<file path="config.mk">
export PLATFORM = sky130hd
export DESIGN_NAME = ptcalc_round_sat
export DESIGN_NICKNAME = d
export VERILOG_FILES = /design/src/rtl/ptcalc_pkg.sv /design/src/rtl/ptcalc_round_sat_core.sv /design/src/rtl/ptcalc_round_sat.sv
export SDC_FILE = /design/constraint.sdc
export NUM_CORES = 1
export LEC_CHECK = 0
export BUFFER_PORTS_ARGS = -buffer_cell sky130_fd_sc_hd__buf_4
export CAP_MARGIN = 10
export CORE_MARGIN = 3
export CORE_UTILIZATION = 29
export CTS_CLUSTER_DIAMETER = 100
export CTS_CLUSTER_SIZE = 30
export DETAILED_ROUTE_END_ITERATION = 10
export HOLD_SLACK_MARGIN = 0.15
export PLACE_DENSITY = 0.58
export SLEW_MARGIN = 40
export SYNTH_ARGS = -nofsm -noshare
export SYNTH_HDL_FRONTEND = slang
export SYNTH_SLANG_ARGS = --single-unit
</file>
<file path="constraint.sdc">
create_clock -name ap_clk -period 6.65 [get_ports ap_clk]
set_input_delay 0.665 -clock ap_clk [delete_from_list [all_inputs] [get_ports ap_clk]]
set_output_delay 0.665 -clock ap_clk [all_outputs]
set_load 0.01 [all_outputs]
</file>
<file path="src/rtl/ptcalc_pkg.sv">
// Shared defaults for the product round/saturate stage.
// Latency: n/a (constants only).
// Backpressure: n/a (constants only).
package ptcalc_pkg;
  localparam int PTCALC_PROD_W = 39;
  localparam int PTCALC_SHIFT  = 14;
  localparam int PTCALC_OUT_W  = 16;
  localparam int PTCALC_CNT_W  = 16;
endpackage

</file>
<file path="src/rtl/ptcalc_round_sat_core.sv">
// Rounds a signed product (half toward +inf) and clips it to OUT_WIDTH signed.
// Latency: 0 cycles, purely combinational.
// Backpressure: none; the enclosing pipeline owns all flow control.
module ptcalc_round_sat_core #(
  parameter int PROD_WIDTH = 39,
  parameter int SHIFT      = 14,
  parameter int OUT_WIDTH  = 16
) (
  input  logic [PROD_WIDTH-1:0] in_prod,
  output logic [OUT_WIDTH-1:0]  data,
  output logic                  sat
);

  // Width of the value left after the fractional bits are dropped.
  localparam int SW = PROD_WIDTH + 1 - SHIFT;
  localparam logic [PROD_WIDTH:0] RND = {{PROD_WIDTH{1'b0}}, 1'b1} << (SHIFT - 1);
  localparam logic signed [SW-1:0] MAXV = {{(SW-OUT_WIDTH+1){1'b0}}, {(OUT_WIDTH-1){1'b1}}};
  localparam logic signed [SW-1:0] MINV = {{(SW-OUT_WIDTH+1){1'b1}}, {(OUT_WIDTH-1){1'b0}}};

  logic [PROD_WIDTH:0]    sum;
  logic signed [SW-1:0]   shifted;
  logic                   unused_frac;

  // One extra bit keeps the rounding add from overflowing; taking the upper
  // slice is the arithmetic shift, and the dropped fraction is discarded.
  always_comb begin
    sum     = {in_prod[PROD_WIDTH-1], in_prod} + RND;
    shifted = $signed(sum[PROD_WIDTH:SHIFT]);
    data    = shifted[OUT_WIDTH-1:0];
    sat     = 1'b0;
    if (shifted > MAXV) begin
      data = MAXV[OUT_WIDTH-1:0];
      sat  = 1'b1;
    end else if (shifted < MINV) begin
      data = MINV[OUT_WIDTH-1:0];
      sat  = 1'b1;
    end
  end

  assign unused_frac = ^sum[SHIFT-1:0];

endmodule

</file>
<file path="src/rtl/ptcalc_round_sat.sv">
// Two-stage round/saturate pipeline with optional saturation counter (PTCALC_ROUND_SAT_CNT_EN).
// Latency: 2 cycles input transfer to out_valid; one result per cycle at full rate.
// Backpressure: global enable, in_ready = !out_valid || out_ready; all stages hold when stalled.
module ptcalc_round_sat
  import ptcalc_pkg::*;
#(
  parameter int PROD_WIDTH = PTCALC_PROD_W,
  parameter int SHIFT      = PTCALC_SHIFT,
  parameter int OUT_WIDTH  = PTCALC_OUT_W
) (
  input  logic                    ap_clk,
  input  logic                    ap_rst_n,
  input  logic                    in_valid,
  output logic                    in_ready,
  input  logic [PROD_WIDTH-1:0]   in_prod,
  output logic                    out_valid,
  input  logic                    out_ready,
  output logic [OUT_WIDTH-1:0]    out_data,
  output logic                    out_sat,
  input  logic                    clr_cnt,
  output logic [PTCALC_CNT_W-1:0] sat_cnt
);

  logic                  pipe_en;
  logic                  s1_vld_d, s1_vld_q;
  logic [PROD_WIDTH-1:0] s1_prod_d, s1_prod_q;
  logic                  out_vld_d, out_vld_q;
  logic [OUT_WIDTH-1:0]  out_data_d, out_data_q;
  logic                  out_sat_d, out_sat_q;
  logic [OUT_WIDTH-1:0]  core_data;
  logic                  core_sat;

  ptcalc_round_sat_core #(
    .PROD_WIDTH (PROD_WIDTH),
    .SHIFT      (SHIFT),
    .OUT_WIDTH  (OUT_WIDTH)
  ) u_core (
    .in_prod (s1_prod_q),
    .data    (core_data),
    .sat     (core_sat)
  );

  assign in_ready  = pipe_en;
  assign out_valid = out_vld_q;
  assign out_data  = out_data_q;
  assign out_sat   = out_sat_q;

  // Next-state for both stages: advance together (bubbles included) or hold.
  always_comb begin
    pipe_en    = !out_vld_q || out_ready;
    s1_vld_d   = s1_vld_q;
    s1_prod_d  = s1_prod_q;
    out_vld_d  = out_vld_q;
    out_data_d = out_data_q;
    out_sat_d  = out_sat_q;
    if (pipe_en) begin
      s1_vld_d   = in_valid;
      s1_prod_d  = in_prod;
      out_vld_d  = s1_vld_q;
      out_data_d = core_data;
      out_sat_d  = core_sat;
    end
  end

  // Pipeline registers; reset discards anything in flight.
  always_ff @(posedge ap_clk or negedge ap_rst_n) begin
    if (!ap_rst_n) begin
      s1_vld_q   <= 1'b0;
      s1_prod_q  <= '0;
      out_vld_q  <= 1'b0;
      out_data_q <= '0;
      out_sat_q  <= 1'b0;
    end else begin
      s1_vld_q   <= s1_vld_d;
      s1_prod_q  <= s1_prod_d;
      out_vld_q  <= out_vld_d;
      out_data_q <= out_data_d;
      out_sat_q  <= out_sat_d;
    end
  end

`ifdef PTCALC_ROUND_SAT_CNT_EN
  logic [PTCALC_CNT_W-1:0] sat_cnt_d, sat_cnt_q;

  // Count saturated results actually taken downstream; sticks at all-ones, clear wins.
  always_comb begin
    sat_cnt_d = sat_cnt_q;
    if (clr_cnt) begin
      sat_cnt_d = '0;
    end else if (out_vld_q && out_ready && out_sat_q && (sat_cnt_q != '1)) begin
      sat_cnt_d = sat_cnt_q + 16'd1;
    end
  end

  // Saturation counter register.
  always_ff @(posedge ap_clk or negedge ap_rst_n) begin
    if (!ap_rst_n) begin
      sat_cnt_q <= '0;
    end else begin
      sat_cnt_q <= sat_cnt_d;
    end
  end

  assign sat_cnt = sat_cnt_q;
`else
  logic unused_clr;

  assign unused_clr = clr_cnt;
  assign sat_cnt    = '0;
`endif

endmodule
</file>
==> results of run 1 <==
[kinds of logic after synthesis]
| group | synth area share (%) |
|---|---|
| simple gates | 27.3 |
| xor+xnor | 6.01 |
| buf+inv | 7.73 |
| flops | 45.5 |
| compound gates | 11.9 |
| fa+ha+maj | 0.505 |
| other cells | 0.151 |
| mux | 0.859 |
[final cells by class]
type / instances / area share (%)
Timing Repair Buffer: 50 / 12.6
Inverter: 4 / 0.502
Clock inverter: 1 / 1.00
Multi-Input combinational cell: 215 / 41.0
Sequential cell: 45 / 37.7
Tap cell: 105 / 4.39
Clock buffer: 7 / 2.89
[layer usage]
layer  GRT usage (%)  vias to the layer above
li1                -                     1003
met1            15.2                      928
met2            19.8                       45
met3            3.07                        7
met4            3.05                        0
met5               0                        -
[through the flow]
step / power [mW] / instance area (sq um) / hold slack [ns] / instances / setup WS [ns]
after floorplan: 0.485 / 2530 / 0.369 / 292 / 4.27
after detailed placement: 0.563 / 2870 / 0.445 / 419 / 3.91
after global placement: 0.558 / 2870 / 0.449 / 419 / 3.76
final: 0.768 / 2990 / 0.357 / 427 / 3.91
after global routing: 0.820 / 2990 / 0.402 / 427 / 3.63
after CTS: 0.780 / 2990 / 0.384 / 427 / 3.88
[synth_stat cells, types with 3 or more instances]
master	count	area share, %
and3_1	6	1.5
and4_1	3	1.1
buf_4	17	5.2
clkbuf_1	10	1.5
dfrtp_1	45	45
inv_1	4	0.61
nand2_1	85	13
nand3_1	5	1.0
nand4_1	11	2.8
nor2_1	21	3.2
o21ai_0	5	1.0
o22a_1	10	3.5
o22a_2	6	2.4
xnor2_1	9	3.2
xor2_1	8	2.8
[power by group]
part	switching [mW]	leakage, nW	internal [mW]
Clock	0.0921	0.0585	0.123
Sequential	0.0468	0.519	0.317
Combinational	0.0960	0.794	0.0927
[registers in the layout (all words and copies together), names as in the netlist]
register   count
s1_prod_q     26
out_data      16
out_sat        1
out_valid      1
s1_vld_q       1
[worst max-delay path, delay by kind of cell, from the launching register on]
| family | cells | cell delay, ns |
|---|---|---|
| fa+ha+maj | 1 | 0.21 |
| flops | 1 | 0.40 |
| compound gates | 3 | 1.13 |
| simple gates | 3 | 0.94 |
[worst max path at each step]
stage             startpoint           end  slack (ns)
4_1_cts        s1_prod_q[13]   out_data[8]        3.88
5_1_grt        s1_prod_q[13]  out_data[14]        3.63
3_5_place_dp   s1_prod_q[13]   out_data[8]        3.91
6_report       s1_prod_q[13]   out_data[8]        3.91
3_3_place_gp   s1_prod_q[13]   out_data[8]        3.76
2_1_floorplan  s1_prod_q[13]   out_data[7]        4.27
==> flow_summary.yaml, run 1 <==
detailed_routing:
  wl_met2_microns: 2680
  met3_length_microns: 237
  drtPass1Iterations: 4
  dr_total_vias: 1983
  vias_per_cell: 4.64
  top_layer: "met4"
  routedWlPerCell_microns: 12.9
  met1_length_microns: 2520
  drtAntennaViolNets: 0
  drtIter0Drc: 82
  drcViolationCount: 0
  totalWireLength_microns: 5510
sta:
  fin_setup_tns_ns: 0
  fin_crit_sh_pct: 41.2
  fmax_mhz: 365
  slew_headroom_pct: 50.7
  final_hold_viol_count: 0
  fin_worst_skew_ns: 0.00753
  worst_slew_pin_slew_ns: 0.740
  slew_viol_final: 0
  setup_viol: 0
  fin_crit_ns: 2.74
  rsz0062_at_grt: "no"
clock_network:
  cts-hold-fix-buffers: 0
  clk_pin_slew_worst_paths_ns: 0.09
  htreeDepth: 2
  cts_buffers: 5
  cts_resized: 0
  clock-root-buffer: "clkbuf_8"
  cts_setup_buffers: 0
  clockBufferDepth: 2
  clk_latency_ns: 0.29
  cts_tree: "yes"
  clkSinkCount: 45
cells_and_area:
  synthToLayoutAreaGrowth_pct: 20.8
  final_common_cell: "nand2_1"
  fillCellCount: 901
  num_antenna_cells: 0
  mostFrequentLayoutCells: "nand2_1 (85), buf_4 (50), dfrtp_1 (45), nor2_1 (21), conb_1 (16)"
  drive_gt1_share_pct: 23.0
  multi_input_area_sq_um: 1230
  nNetsFinal: 366
  area.sequential_sq_um: 1130
  final_core_util_pct: 36.2
floorplan:
  placementRows: 33
  die_area_sq_um: 9680
  core-area_sq_um: 8260
  die_h_microns: 98.4
  start_util_pct: 30.0
  die_w_microns: 98.4
  ioPinCount: 79
logic_synthesis:
  avgSynthCellArea_sq_um: 8.94
  netlist_area_sq_um: 2480
  synth_cell_types: 43
  synth_seq_cells: 45
  ys_seq_area_share_pct: 45.5
  ys_warn_count: 0
  synth-edff-count: 0
  synth_cells: 277
  ys_async_sr_fraction_pct: 100
  synthFlopType: "dfrtp_1"
grt:
  grt_usage_pct: 11.8
  antenna_found_initial: 0
  grt-ovfl-total: 0
  grt_pass1_wl_microns: 9480
  grt_max_degree: 47
  grt_pass1_vias: 2001
placed_design:
  io_buffers: 48
  gp_congestion: 0.855
  place_hpwl_microns: 3980
job:
  maxCapViolations: 0
outcome:
  outcome: "completed"
min_path:
  hp-class: "primary input to asynchronous set/reset pin"
worst_setup_path:
  r2r-end: "out_data[8]"
  endpoint_kind: "flop"
  crit_fanout: 16
  critPathArrivalTime_ns: 2.98
  worstReg2RegStart: "s1_prod_q[13]"
  reg2reg_slack_ns: 3.91
  path_class: "flop to flop"
  slowest_stage: "or4_4"
  crit_chain: "ha_1 > nand3_1 > or4_4 > o41ai_2 > nor2_1 > a31oi_4 > o22a_2"
  required_ns: 6.89
  crit_path_max_incr_delay_ns: 0.58
  startpoint_type: "flop"
  r2r_cells: 7
pwr:
  ir_worst_vdd_mv: 0.0964
  pwr_density_cell_nw_per_um2: 257
  p_leak_nw: 1.37
(Power assumes the default switching activity.)
==> inputs of run 2 (changes only) <==
--- a/config.mk
+++ b/config.mk
@@ -5,6 +5,7 @@
 export SDC_FILE = /design/constraint.sdc
 export NUM_CORES = 1
 export LEC_CHECK = 0
+export ABC_AREA = 1
 export BUFFER_PORTS_ARGS = -buffer_cell sky130_fd_sc_hd__buf_4
 export CAP_MARGIN = 10
 export CORE_MARGIN = 3
==> constraint.sdc (replaced) <==
create_clock -name ap_clk -period 2.7 [get_ports ap_clk]
set_input_delay 0.27 -clock ap_clk [delete_from_list [all_inputs] [get_ports ap_clk]]
set_output_delay 0.27 -clock ap_clk [all_outputs]
set_load 0.01 [all_outputs]
==> run 2 against run 1 <==
Non-clock buffer count is 6 higher. Sequential share of layout area is 3.2 points lower. Power grew to 2.5 times the previous value. Via count is 23% higher. Clock skew is 0.0026 ns higher. Sequential power is 140% higher. Setup slack worse by 3.5 ns. Final cell count is 31% higher. Fmax is 18% higher. Critical path depth is 7 higher. Synthesized cell count is 44% higher.
==> flow_summary.yaml, run 2 <==
outcome:
  outcome: "completed"
logic_synthesis:
  avgSynthCellArea_sq_um: 6.82
  synth_cell_types: 24
  synth.area.top_cells: "dfrtp_1 (41%), nand2_1 (27%), nor2_1 (5.1%)"
  synth_common_cells: "nand2_1 (195), dfrtp_1 (45), nor2_1 (37)"
  synthFlopType: "dfrtp_1"
  synth_seq_cells: 45
  post-synth-top-area-cell: "dfrtp_1"
  ys_seq_area_share_pct: 41.5
  synth_cells: 398
  ys_warn_count: 0
  netlist_area_sq_um: 2710
  synth-edff-count: 0
  synth_top_area_share_pct: 41.5
  ys_async_sr_fraction_pct: 100
  synth.most_common_cell: "nand2_1"
worst_setup_path:
  endpoint_kind: "flop"
  cp-endpoint: "out_data[4]"
  r2r-end: "out_data[4]"
  crit_fanout: 16
  path_class: "flop to flop"
  startpoint_type: "flop"
  worstReg2RegStart: "s1_prod_q[13]"
  r2r_cells: 14
  reg2reg_slack_ns: 0.38
  crit_path_start: "s1_prod_q[13]"
  required_ns: 2.90
  critPathArrivalTime_ns: 2.52
detailed_routing:
  dr_total_vias: 2445
  drtAntennaViolNets: 0
  drtIter0Drc: 81
  routedWlPerCell_microns: 12.2
  vias_per_cell: 4.38
  drcViolationCount: 0
  drtPass1Iterations: 4
  totalWireLength_microns: 6780
placed_design:
  io_buffers: 48
  place_hpwl_microns: 5260
  dp_cells: 546
  gp_congestion: 0.868
  pre_cts_ws_ns: 0.383
  postPlaceCellArea_sq_um: 3120
cells_and_area:
  final_common_cell: "nand2_1"
  largest_register_ffs: 26
  largest_register: "s1_prod_q"
  fin_area_sq_um: 3270
  multi_input_area_sq_um: 1360
  num_antenna_cells: 0
  mostFrequentLayoutCells: "nand2_1 (195), buf_4 (52), dfrtp_1 (45), nor2_1 (36), inv_1 (25)"
  nNetsFinal: 494
  fin_cells: 558
  drive_gt1_share_pct: 16.4
  synthToLayoutAreaGrowth_pct: 20.4
  final_core_util_pct: 36.8
  fillCellCount: 986
  area.sequential_sq_um: 1130
pwr:
  ir_worst_vdd_mv: 0.291
  pwr_density_cell_nw_per_um2: 588
  p_leak_nw: 1.71
floorplan:
  die_h_microns: 103
  die_area_sq_um: 10600
  ioPinCount: 79
  start_util_pct: 30.5
  placementRows: 34
  die_w_microns: 103
  core-area_sq_um: 8890
sta:
  slew_viol_final: 0
  worst_slack_ns: 0.378
  fin_crit_ns: 2.32
  rsz0062_at_grt: "no"
  final_hold_viol_count: 0
  fmax_mhz: 431
  setup_viol: 0
  fin_setup_tns_ns: 0
  worst_slew_pin_slew_ns: 0.591
  fin_crit_sh_pct: 86.0
  fin_worst_skew_ns: 0.0101
  slew_headroom_pct: 60.6
clock_network:
  cts_tree: "yes"
  cts_setup_buffers: 0
  clkSinkCount: 45
  clock-root-buffer: "clkbuf_8"
  clockBufferDepth: 2
  htreeDepth: 2
  clk_latency_ns: 0.30
  clk_pin_slew_worst_paths_ns: 0.09
  cts_buffers: 5
grt:
  antenna_found_initial: 0
  grt_pass1_wl_microns: 11400
  grt_usage_pct: 13.6
  grt-ovfl-total: 0
  grt_pass1_vias: 2409
  grt_max_degree: 46
min_path:
  hp-class: "primary input to flop"
job:
  maxCapViolations: 0
run 2: changes by cell type in the layout (fill, tap and decap cells not counted), sizes merged, moves of 11 or more:
cell | previous run | this run
nand2 | 85 | 200
o22a | 16 | 0
o21ai | 6 | 19
inv | 4 | 28
nor2 | 21 | 40
nand3 | 5 | 16
nand4 | 12 | 1
run 2: cell type report:
cell class | instances | share of cell area (%)
clock inverter | 2 | 1.19
sequential | 45 | 34.5
clock buffer | 6 | 2.22
timing repair buffer | 56 | 13.2
tap | 108 | 4.13
multi-input combinational | 313 | 41.6
inverter | 28 | 3.22
run 2: critical path, stage by stage (launching register included):
cell and delay (ns):
dfrtp_1 0.39, ha_1 0.29, nand2_2 0.09, nor2_2 0.14, nand2_2 0.13, inv_2 0.13, nand3_1 0.13, nand2_2 0.13
nand3_1 0.08, nor2_1 0.12, nand3b_1 0.10, nand2_2 0.25, nand2_1 0.11, nand2_1 0.07, nand2_1 0.05
run 2: where the power goes:
part / switching, mW / internal, mW
clock network: 0.240 / 0.278
logic: 0.310 / 0.217
registers: 0.0937 / 0.784
run 2: worst min-delay path by stage:
stage                      startpoint       endpoint  depth (start not counted)  slack (ns)
after floorplan              ap_rst_n    out_data[0]                          0       -0.03
after global placement       ap_rst_n  s1_prod_q[38]                          1        0.31
after detailed placement     ap_rst_n  s1_prod_q[38]                          1        0.32
after CTS                 in_prod[19]  s1_prod_q[19]                          3        0.15
after global routing      in_prod[14]  s1_prod_q[14]                          3        0.16
final                     in_prod[24]  s1_prod_q[24]                          3        0.16
run 2: repair_timing:
item / CTS / global route
gates resized for setup: 0 / 0
hold buffers: 3 / 1
hold endpoints to repair: 47 / 1
run 2: cell families after synthesis:
| kind of cell | after synthesis | synth area share, % |
|---|---|---|
| fa+ha+maj | 1 | 0.461 |
| flops | 45 | 41.5 |
| xor+xnor | 15 | 4.84 |
| simple gates | 262 | 39.0 |
| compound gates | 19 | 3.50 |
| buf+inv | 55 | 10.6 |
| other cells | 1 | 0.138 |
run 2: metrics by stage:
stage	power [mW]	hold WS [ns]
5_1_grt	2.07	0.156
4_1_cts	1.95	0.150
3_3_place_gp	1.42	0.314
6_report	1.92	0.163
2_1_floorplan	1.21	-0.0256
3_5_place_dp	1.42	0.316
run 2: per-layer routing:
metal,track usage [%],wire [microns],vias up
met1,18.5,3360,1110
met4,3.59,93,0
met5,0,0,-
met3,2.50,244,9
li1,-,-,1278
met2,22.3,3080,48
